## src/rtl/switch_pkg.sv

```systemverilog
// switch_pkg: shared definitions for the N-port packet switch.
//   state_t        - ingress framing FSM states
//   BCAST_ADDR_DEF - default broadcast destination address
//   idx_w()        - width of a table/port index, never less than 1 bit
package switch_pkg;

    typedef enum logic [1:0] {
        IDLE,
        FWD,
        DROP,
        WAIT_END
    } state_t;

    localparam logic [7:0] BCAST_ADDR_DEF = 8'hFF;

    function automatic int idx_w(input int n);
        return (n > 1) ? $clog2(n) : 1;
    endfunction

endpackage

```

## src/rtl/switch_fifo.sv

```systemverilog
// switch_fifo: single-clock egress FIFO with a registered read port.
//   clk, reset  - rising-edge clock, asynchronous active-high reset (flush)
//   write_enb   - push data_in (ignored when full)
//   read        - pop; data_out shows the popped entry from the next cycle
//                 and holds it until the following pop (ignored when empty)
//   data_in     - write data
//   data_out    - last popped entry
//   empty, full - occupancy flags (full when count == FIFO_DEPTH)
module switch_fifo #(
    parameter int DATA_W     = 8,
    parameter int FIFO_DEPTH = 16
) (
    input  logic              clk,
    input  logic              reset,
    input  logic              write_enb,
    input  logic              read,
    input  logic [DATA_W-1:0] data_in,
    output logic [DATA_W-1:0] data_out,
    output logic              empty,
    output logic              full
);

    localparam int PW = $clog2(FIFO_DEPTH);

    logic [DATA_W-1:0] mem_q [FIFO_DEPTH];
    logic [PW-1:0]     wr_ptr_q;
    logic [PW-1:0]     rd_ptr_q;
    logic [PW:0]       count_q;
    logic [DATA_W-1:0] data_out_q;
    logic              do_wr;
    logic              do_rd;

    assign empty    = (count_q == '0);
    assign full     = (count_q == (PW+1)'(FIFO_DEPTH));
    assign do_wr    = write_enb & ~full;
    assign do_rd    = read & ~empty;
    assign data_out = data_out_q;

    // Depth is a power of two, so the pointers wrap by plain overflow.
    always_ff @(posedge clk or posedge reset) begin
        if (reset) begin
            wr_ptr_q   <= '0;
            rd_ptr_q   <= '0;
            count_q    <= '0;
            data_out_q <= '0;
        end else begin
            if (do_wr) begin
                wr_ptr_q <= wr_ptr_q + 1'b1;
            end
            if (do_rd) begin
                rd_ptr_q   <= rd_ptr_q + 1'b1;
                data_out_q <= mem_q[rd_ptr_q];
            end
            case ({do_wr, do_rd})
                2'b10:   count_q <= count_q + 1'b1;
                2'b01:   count_q <= count_q - 1'b1;
                default: count_q <= count_q;
            endcase
        end
    end

    // Storage is flushed through the pointers, so it needs no reset.
    always_ff @(posedge clk) begin
        if (do_wr) begin
            mem_q[wr_ptr_q] <= data_in;
        end
    end

endmodule

```

## src/rtl/switch_nport.sv

```systemverilog
// switch_nport: routes a framed ingress byte stream to N egress FIFOs by
// its first byte (DA), matched against a programmable address table, with
// optional broadcast, ingress backpressure and a saturating drop counter.
//   clk, reset   - rising-edge clock, asynchronous active-high reset
//   data_status  - high for every byte of a packet
//   data         - ingress byte (first byte of a packet is the DA)
//   hold         - ingress byte not accepted this cycle
//   port_data    - egress bytes, port i at [i*DATA_W +: DATA_W]
//   ready        - per-port FIFO non-empty
//   read         - per-port pop request
//   mem_en, mem_rd_wr, mem_add, mem_data, mem_rdata - address table access
//   drop_cnt     - number of packets dropped for lack of a table match
module switch_nport
    import switch_pkg::*;
#(
    parameter int              N_PORTS    = 4,
    parameter int              DATA_W     = 8,
    parameter int              FIFO_DEPTH = 16,
    parameter bit              BCAST_EN   = 1'b1,
    parameter logic [DATA_W-1:0] BCAST_ADDR = DATA_W'(BCAST_ADDR_DEF),
    parameter int              CNT_W      = 16
) (
    input  logic                        clk,
    input  logic                        reset,
    input  logic                        data_status,
    input  logic [DATA_W-1:0]           data,
    output logic                        hold,
    output logic [N_PORTS*DATA_W-1:0]   port_data,
    output logic [N_PORTS-1:0]          ready,
    input  logic [N_PORTS-1:0]          read,
    input  logic                        mem_en,
    input  logic                        mem_rd_wr,
    input  logic [idx_w(N_PORTS)-1:0]   mem_add,
    input  logic [DATA_W-1:0]           mem_data,
    output logic [DATA_W-1:0]           mem_rdata,
    output logic [CNT_W-1:0]            drop_cnt
);

    state_t              state_q, state_d;
    logic [N_PORTS-1:0]  dest_mask_q, dest_mask_d;
    logic [CNT_W-1:0]    drop_cnt_q, drop_cnt_d;
    logic [DATA_W-1:0]   mem_rdata_q;
    logic [DATA_W-1:0]   table_q [N_PORTS];
    logic                post_rst_q;

    logic [N_PORTS-1:0]  lookup_mask;
    logic                found;
    logic [N_PORTS-1:0]  mask_use;
    logic [N_PORTS-1:0]  wr_en;
    logic [N_PORTS-1:0]  full;
    logic [N_PORTS-1:0]  empty;
    logic                addr_ok;

    assign addr_ok   = (int'(mem_add) < N_PORTS);
    assign drop_cnt  = drop_cnt_q;
    assign mem_rdata = mem_rdata_q;
    assign ready     = ~empty;

    // DA lookup: broadcast overrides the table, otherwise lowest match wins.
    always_comb begin
        lookup_mask = '0;
        found       = 1'b0;
        for (int unsigned i = 0; i < N_PORTS; i++) begin
            if (!found && table_q[i] == data) begin
                lookup_mask[i] = 1'b1;
                found          = 1'b1;
            end
        end
        if (BCAST_EN && data == BCAST_ADDR) begin
            lookup_mask = '1;
        end
    end

    // Ports the current ingress byte targets. The first cycle after reset
    // is excluded so a packet cut by reset is never forwarded.
    always_comb begin
        mask_use = '0;
        case (state_q)
            IDLE:    if (data_status && !post_rst_q) mask_use = lookup_mask;
            FWD:     if (data_status) mask_use = dest_mask_q;
            default: mask_use = '0;
        endcase
    end

    // Any full target stalls the whole byte, so broadcasts are never partial.
    assign hold  = |(mask_use & full);
    assign wr_en = hold ? '0 : mask_use;

    always_comb begin
        state_d     = state_q;
        dest_mask_d = dest_mask_q;
        drop_cnt_d  = drop_cnt_q;
        case (state_q)
            IDLE: begin
                if (data_status) begin
                    if (post_rst_q) begin
                        state_d = WAIT_END;
                    end else if (lookup_mask == '0) begin
                        state_d = DROP;
                        if (drop_cnt_q != '1) begin
                            drop_cnt_d = drop_cnt_q + 1'b1;
                        end
                    end else if (!hold) begin
                        state_d     = FWD;
                        dest_mask_d = lookup_mask;
                    end
                end
            end
            FWD, DROP, WAIT_END: begin
                if (!data_status) begin
                    state_d = IDLE;
                end
            end
            default: state_d = IDLE;
        endcase
    end

    always_ff @(posedge clk or posedge reset) begin
        if (reset) begin
            state_q     <= IDLE;
            dest_mask_q <= '0;
            drop_cnt_q  <= '0;
            mem_rdata_q <= '0;
            post_rst_q  <= 1'b1;
            for (int unsigned i = 0; i < N_PORTS; i++) begin
                table_q[i] <= DATA_W'(i);
            end
        end else begin
            state_q     <= state_d;
            dest_mask_q <= dest_mask_d;
            drop_cnt_q  <= drop_cnt_d;
            post_rst_q  <= 1'b0;
            if (mem_en && mem_rd_wr && addr_ok) begin
                table_q[mem_add] <= mem_data;
            end
            if (mem_en && !mem_rd_wr) begin
                mem_rdata_q <= addr_ok ? table_q[mem_add] : '0;
            end
        end
    end

    for (genvar g = 0; g < N_PORTS; g++) begin : g_port
        switch_fifo #(
            .DATA_W     (DATA_W),
            .FIFO_DEPTH (FIFO_DEPTH)
        ) u_fifo (
            .clk       (clk),
            .reset     (reset),
            .write_enb (wr_en[g]),
            .read      (read[g]),
            .data_in   (data),
            .data_out  (port_data[g*DATA_W +: DATA_W]),
            .empty     (empty[g]),
            .full      (full[g])
        );
    end

endmodule

```

## config.mk

```make
export PLATFORM = sky130hd
export DESIGN_NAME = switch_nport
export DESIGN_NICKNAME = d
export VERILOG_FILES = /design/src/rtl/switch_pkg.sv /design/src/rtl/switch_fifo.sv /design/src/rtl/switch_nport.sv
export SDC_FILE = /design/constraint.sdc
export NUM_CORES = 1
export LEC_CHECK = 0
export CAP_MARGIN = 20
export CORE_MARGIN = 3
export CORE_UTILIZATION = 55
export CTS_CLUSTER_SIZE = 14
export DETAILED_ROUTE_END_ITERATION = 8
export MAX_ROUTING_LAYER = met4
export PLACE_DENSITY_LB_ADDON = 0.1
export SYNTH_ARGS = -nofsm -noshare
export SYNTH_HDL_FRONTEND = slang
export SYNTH_SLANG_ARGS = --single-unit
```

## constraint.sdc

```tcl
create_clock -name clk -period 7.4 [get_ports clk]
set_input_delay 2.22 -clock clk [delete_from_list [all_inputs] [get_ports clk]]
set_output_delay 2.22 -clock clk [all_outputs]
set_load 0.03 [all_outputs]
```

==> results.cfg <==
[logic_synthesis]
ys.flop_type = edfxtp_1
yosysSeqAreaShare = 0.702
synthArstFlopShare = 0.223
synth_edf_count = 512
synth_area_per_cell_um2 = 18.1
synth_fa_ha_area_frac = 0.0200
ys_warn_count = 0
synth_cells = 1497
muxShareOfSynthArea = 0.159
synth_area_um2 = 27200
yosysUniqueCellTypes = 61
synth_top_family_by_area = multiplexers
synth-simple-area-share = 0.0603
synth-compound-area-share = 0.0122
synth_xor_area_frac = 0.0296
ys_ff_latch = 659
syn-num-nets = 1565

[clock_network]
cts-hold-fix-buffers = 0
cts_tree = done
clkLatencyLatePin_ps = 600
cts_resized = 0
cts_setup_buffers = 0
clk_path_buf_depth = 3
htree_levels = 3
numCtsBuffers = 69
clock-sinks = 659
cts_root_buf = clkbuf_16
path_clk_slew_ps = 60

[pwr]
p_per_area_nw_per_um2 = 354
total_power_uw = 11000
cellLeakagePower_uw = 0.0109
peakVddDrop_mv = 0.203

[routing]
wl_per_cell_um = 24.0
drc = 0
via_per_inst = 5.80
drt_pass1_iterations = 5
vias = 13492
drt_iter0_drc = 1197
ant_nets = 0
routed_wl_um = 55800

[timing]
period_minus_slack_ps = 6720
slew_viol_final = 0
setup_viol = 0
max_freq_ghz = 0.149
fin_crit_sh = 0.908
setup_tns_ps = 0
slew_headroom = 0.392
rsz0062_at_grt = no
hold_violations = 0
holdWs_ps = 470
clock_skew_ps = 33.9
worstMarginPinSlew_ps = 912
setup_ws_ps = 683

[flow_run]
maxCapViolCount = 0

[setup_path]
cp-end-kind = output pin
criticalPathCategory = primary input to output pin
critPathLaunchType = primary input
cp_data_required_time_ps = 5180
cp_max_fo = 8
arrival_ps = 4500

[floorplan]
core_area_um2 = 48200
rows = 80
dieHeight_um = 228
fp.dieW_um = 228
ios = 88
initial_core_util = 0.563
dieArea_um2 = 52100

[outcome]
outcome = finished clean

[global_route]
grt_pass1_wl_um = 87700
grt-ovfl-total = 0
grt_max_degree = 66
track_usage = 0.228
grt_pass1_vias = 14220
antenna_found_initial = 5

[finish]
fillers = 3388
area.growth.synth_to_final_pct = 14.6
final_util = 0.646
fin_nets = 1679
drive_gt1_frac = 0.242

[hold_path]
hp-class = register to register

[placement]
dpl.hpwl_um = 35100
port_buffers = 87
place.gp.congestion = 0.871
place_ws_ps = 720
-- layout by cell type (no fill, tap or decap), drive strengths merged, types with 2 or more instances in the layout --
cell type and count:
a21o 9, a21oi 13, and2 7, and3 15, and4 2, buf 43
bufinv 5, clkbuf 99, clkdlybuf4s50 78, clkinv 21, clkinvlp 2, dfrtp 142
dfstp 5, diode 3, edfxtp 512, fa 4, ha 37, inv 35
mux2 45, mux2i 4, mux4 168, nand2 162, nand2b 8, nand3 14
nand4 20, nand4b 2, nor2 46, nor2b 4, nor3 21, nor3b 5
nor4 9, nor4b 5, o211ai 2, o21a 2, o21ai 14, or2 2
or4b 2, xnor2 60, xor2 31
-- cells by family after synthesis --
| kind of cell | count (synthesis) |
|---|---|
| flops | 659 |
| simple gates | 326 |
| mux | 217 |
| buf+inv | 112 |
| xor+xnor | 91 |
| compound gates | 50 |
| fa+ha+maj | 41 |
| other cells | 1 |
-- synthesized netlist by cell type, drive strengths merged, types with 4 or more instances --
library cell  instances  share of area
dfrtp               142           0.13
mux2                 45          0.019
xor2                 31          0.010
nor2b                 4        0.00092
nand2               162          0.023
ha                   37          0.017
nor4                  9         0.0037
mux2i                 4         0.0015
nor3                 21         0.0046
a21oi                13         0.0024
inv                  34         0.0047
buf                  37         0.0064
edfxtp              512           0.57
mux4                168           0.14
and3                 15         0.0035
fa                    4         0.0029
nand2b                8         0.0018
dfstp                 5         0.0048
nor3b                 5         0.0014
nand3                14         0.0026
nand4                20         0.0052
and2                  7         0.0016
xnor2                60          0.020
clkbuf               41         0.0057
a21o                  9         0.0025
nor4b                 5         0.0021
nor2                 46         0.0066
o21ai                14         0.0026
-- per-stage QoR --
step	cell area (um^2)	instances
after detailed placement	28800	2196
after global placement	28800	2196
after global routing	31100	2326
after floorplan	27200	1497
final	31100	2327
after CTS	31100	2324
-- report_power, final --
part           switching (uW)  total (uW)  internal (uW)
logic                    1290        2750           1470
clock network            1400        3500           2110
registers                 489        4770           4280
total                    3170       11000           7860
-- layout make-up --
| cell class | count | area (um^2) | share of cell area |
|---|---|---|---|
| flip-flops and latches | 659 | 19100 | 0.612 |
| multi-input cells | 726 | 7680 | 0.247 |
| clock buffers | 99 | 2050 | 0.0657 |
| repair buffers | 121 | 1100 | 0.0352 |
| well taps | 656 | 821 | 0.0264 |
| clock inverters | 29 | 295 | 0.00948 |
| inverters | 34 | 133 | 0.00426 |
| diodes | 3 | 7.51 | 0.000241 |
-- sequential cells by signal, summed over array words and instances (netlist names) --
name / flops
g_port.u_fifo.rd_ptr_q: 16
g_port.u_fifo.mem_q: 512
state_q: 2
g_port.u_fifo.wr_ptr_q: 16
mem_rdata: 8
post_rst_q: 1
drop_cnt: 16
g_port.u_fifo.count_q: 20
dest_mask_q: 4
g_port.u_fifo.data_out: 32
table_q: 32
-- layer usage --
metal / track usage / wire length (um)
met5: - / 0
met4: 0.0625 / 1340
met3: 0.0398 / 2560
met2: 0.361 / 27900
met1: 0.310 / 23900
-- worst max-delay path: stages --
cell and delay, ps:
clkdlybuf4s50_1 620, or4b_1 640, o31ai_2 250, nor2b_1 200
a41oi_2 60, o31a_1 150, nand2_2 190, buf_12 160
-- worst paths after layout --
check | startpoint | end | slack [ps] | cells after the start
hold / removal | g_port[2].u_fifo.data_out[6]$_DFFE_PP0P_ | g_port[2].u_fifo.data_out[6]$_DFFE_PP0P_ | 470 | 2
max in group asynchronous | reset | g_port[2].u_fifo.rd_ptr_q[0]$_DFFE_PP0P_ | 4120 | 3
min in group asynchronous | reset | drop_cnt[9]$_DFFE_PP0P_ | 2110 | 2
hold reg to reg | g_port[2].u_fifo.data_out[6]$_DFFE_PP0P_ | g_port[2].u_fifo.data_out[6]$_DFFE_PP0P_ | 470 | 2
setup / recovery | data_status | hold | 680 | 8
setup reg to reg | state_q[1]$_DFFE_PP0P_ | g_port[2].u_fifo.count_q[4]$_DFFE_PP0P_ | 3240 | 12
Power figures use the tool's default switching activity.
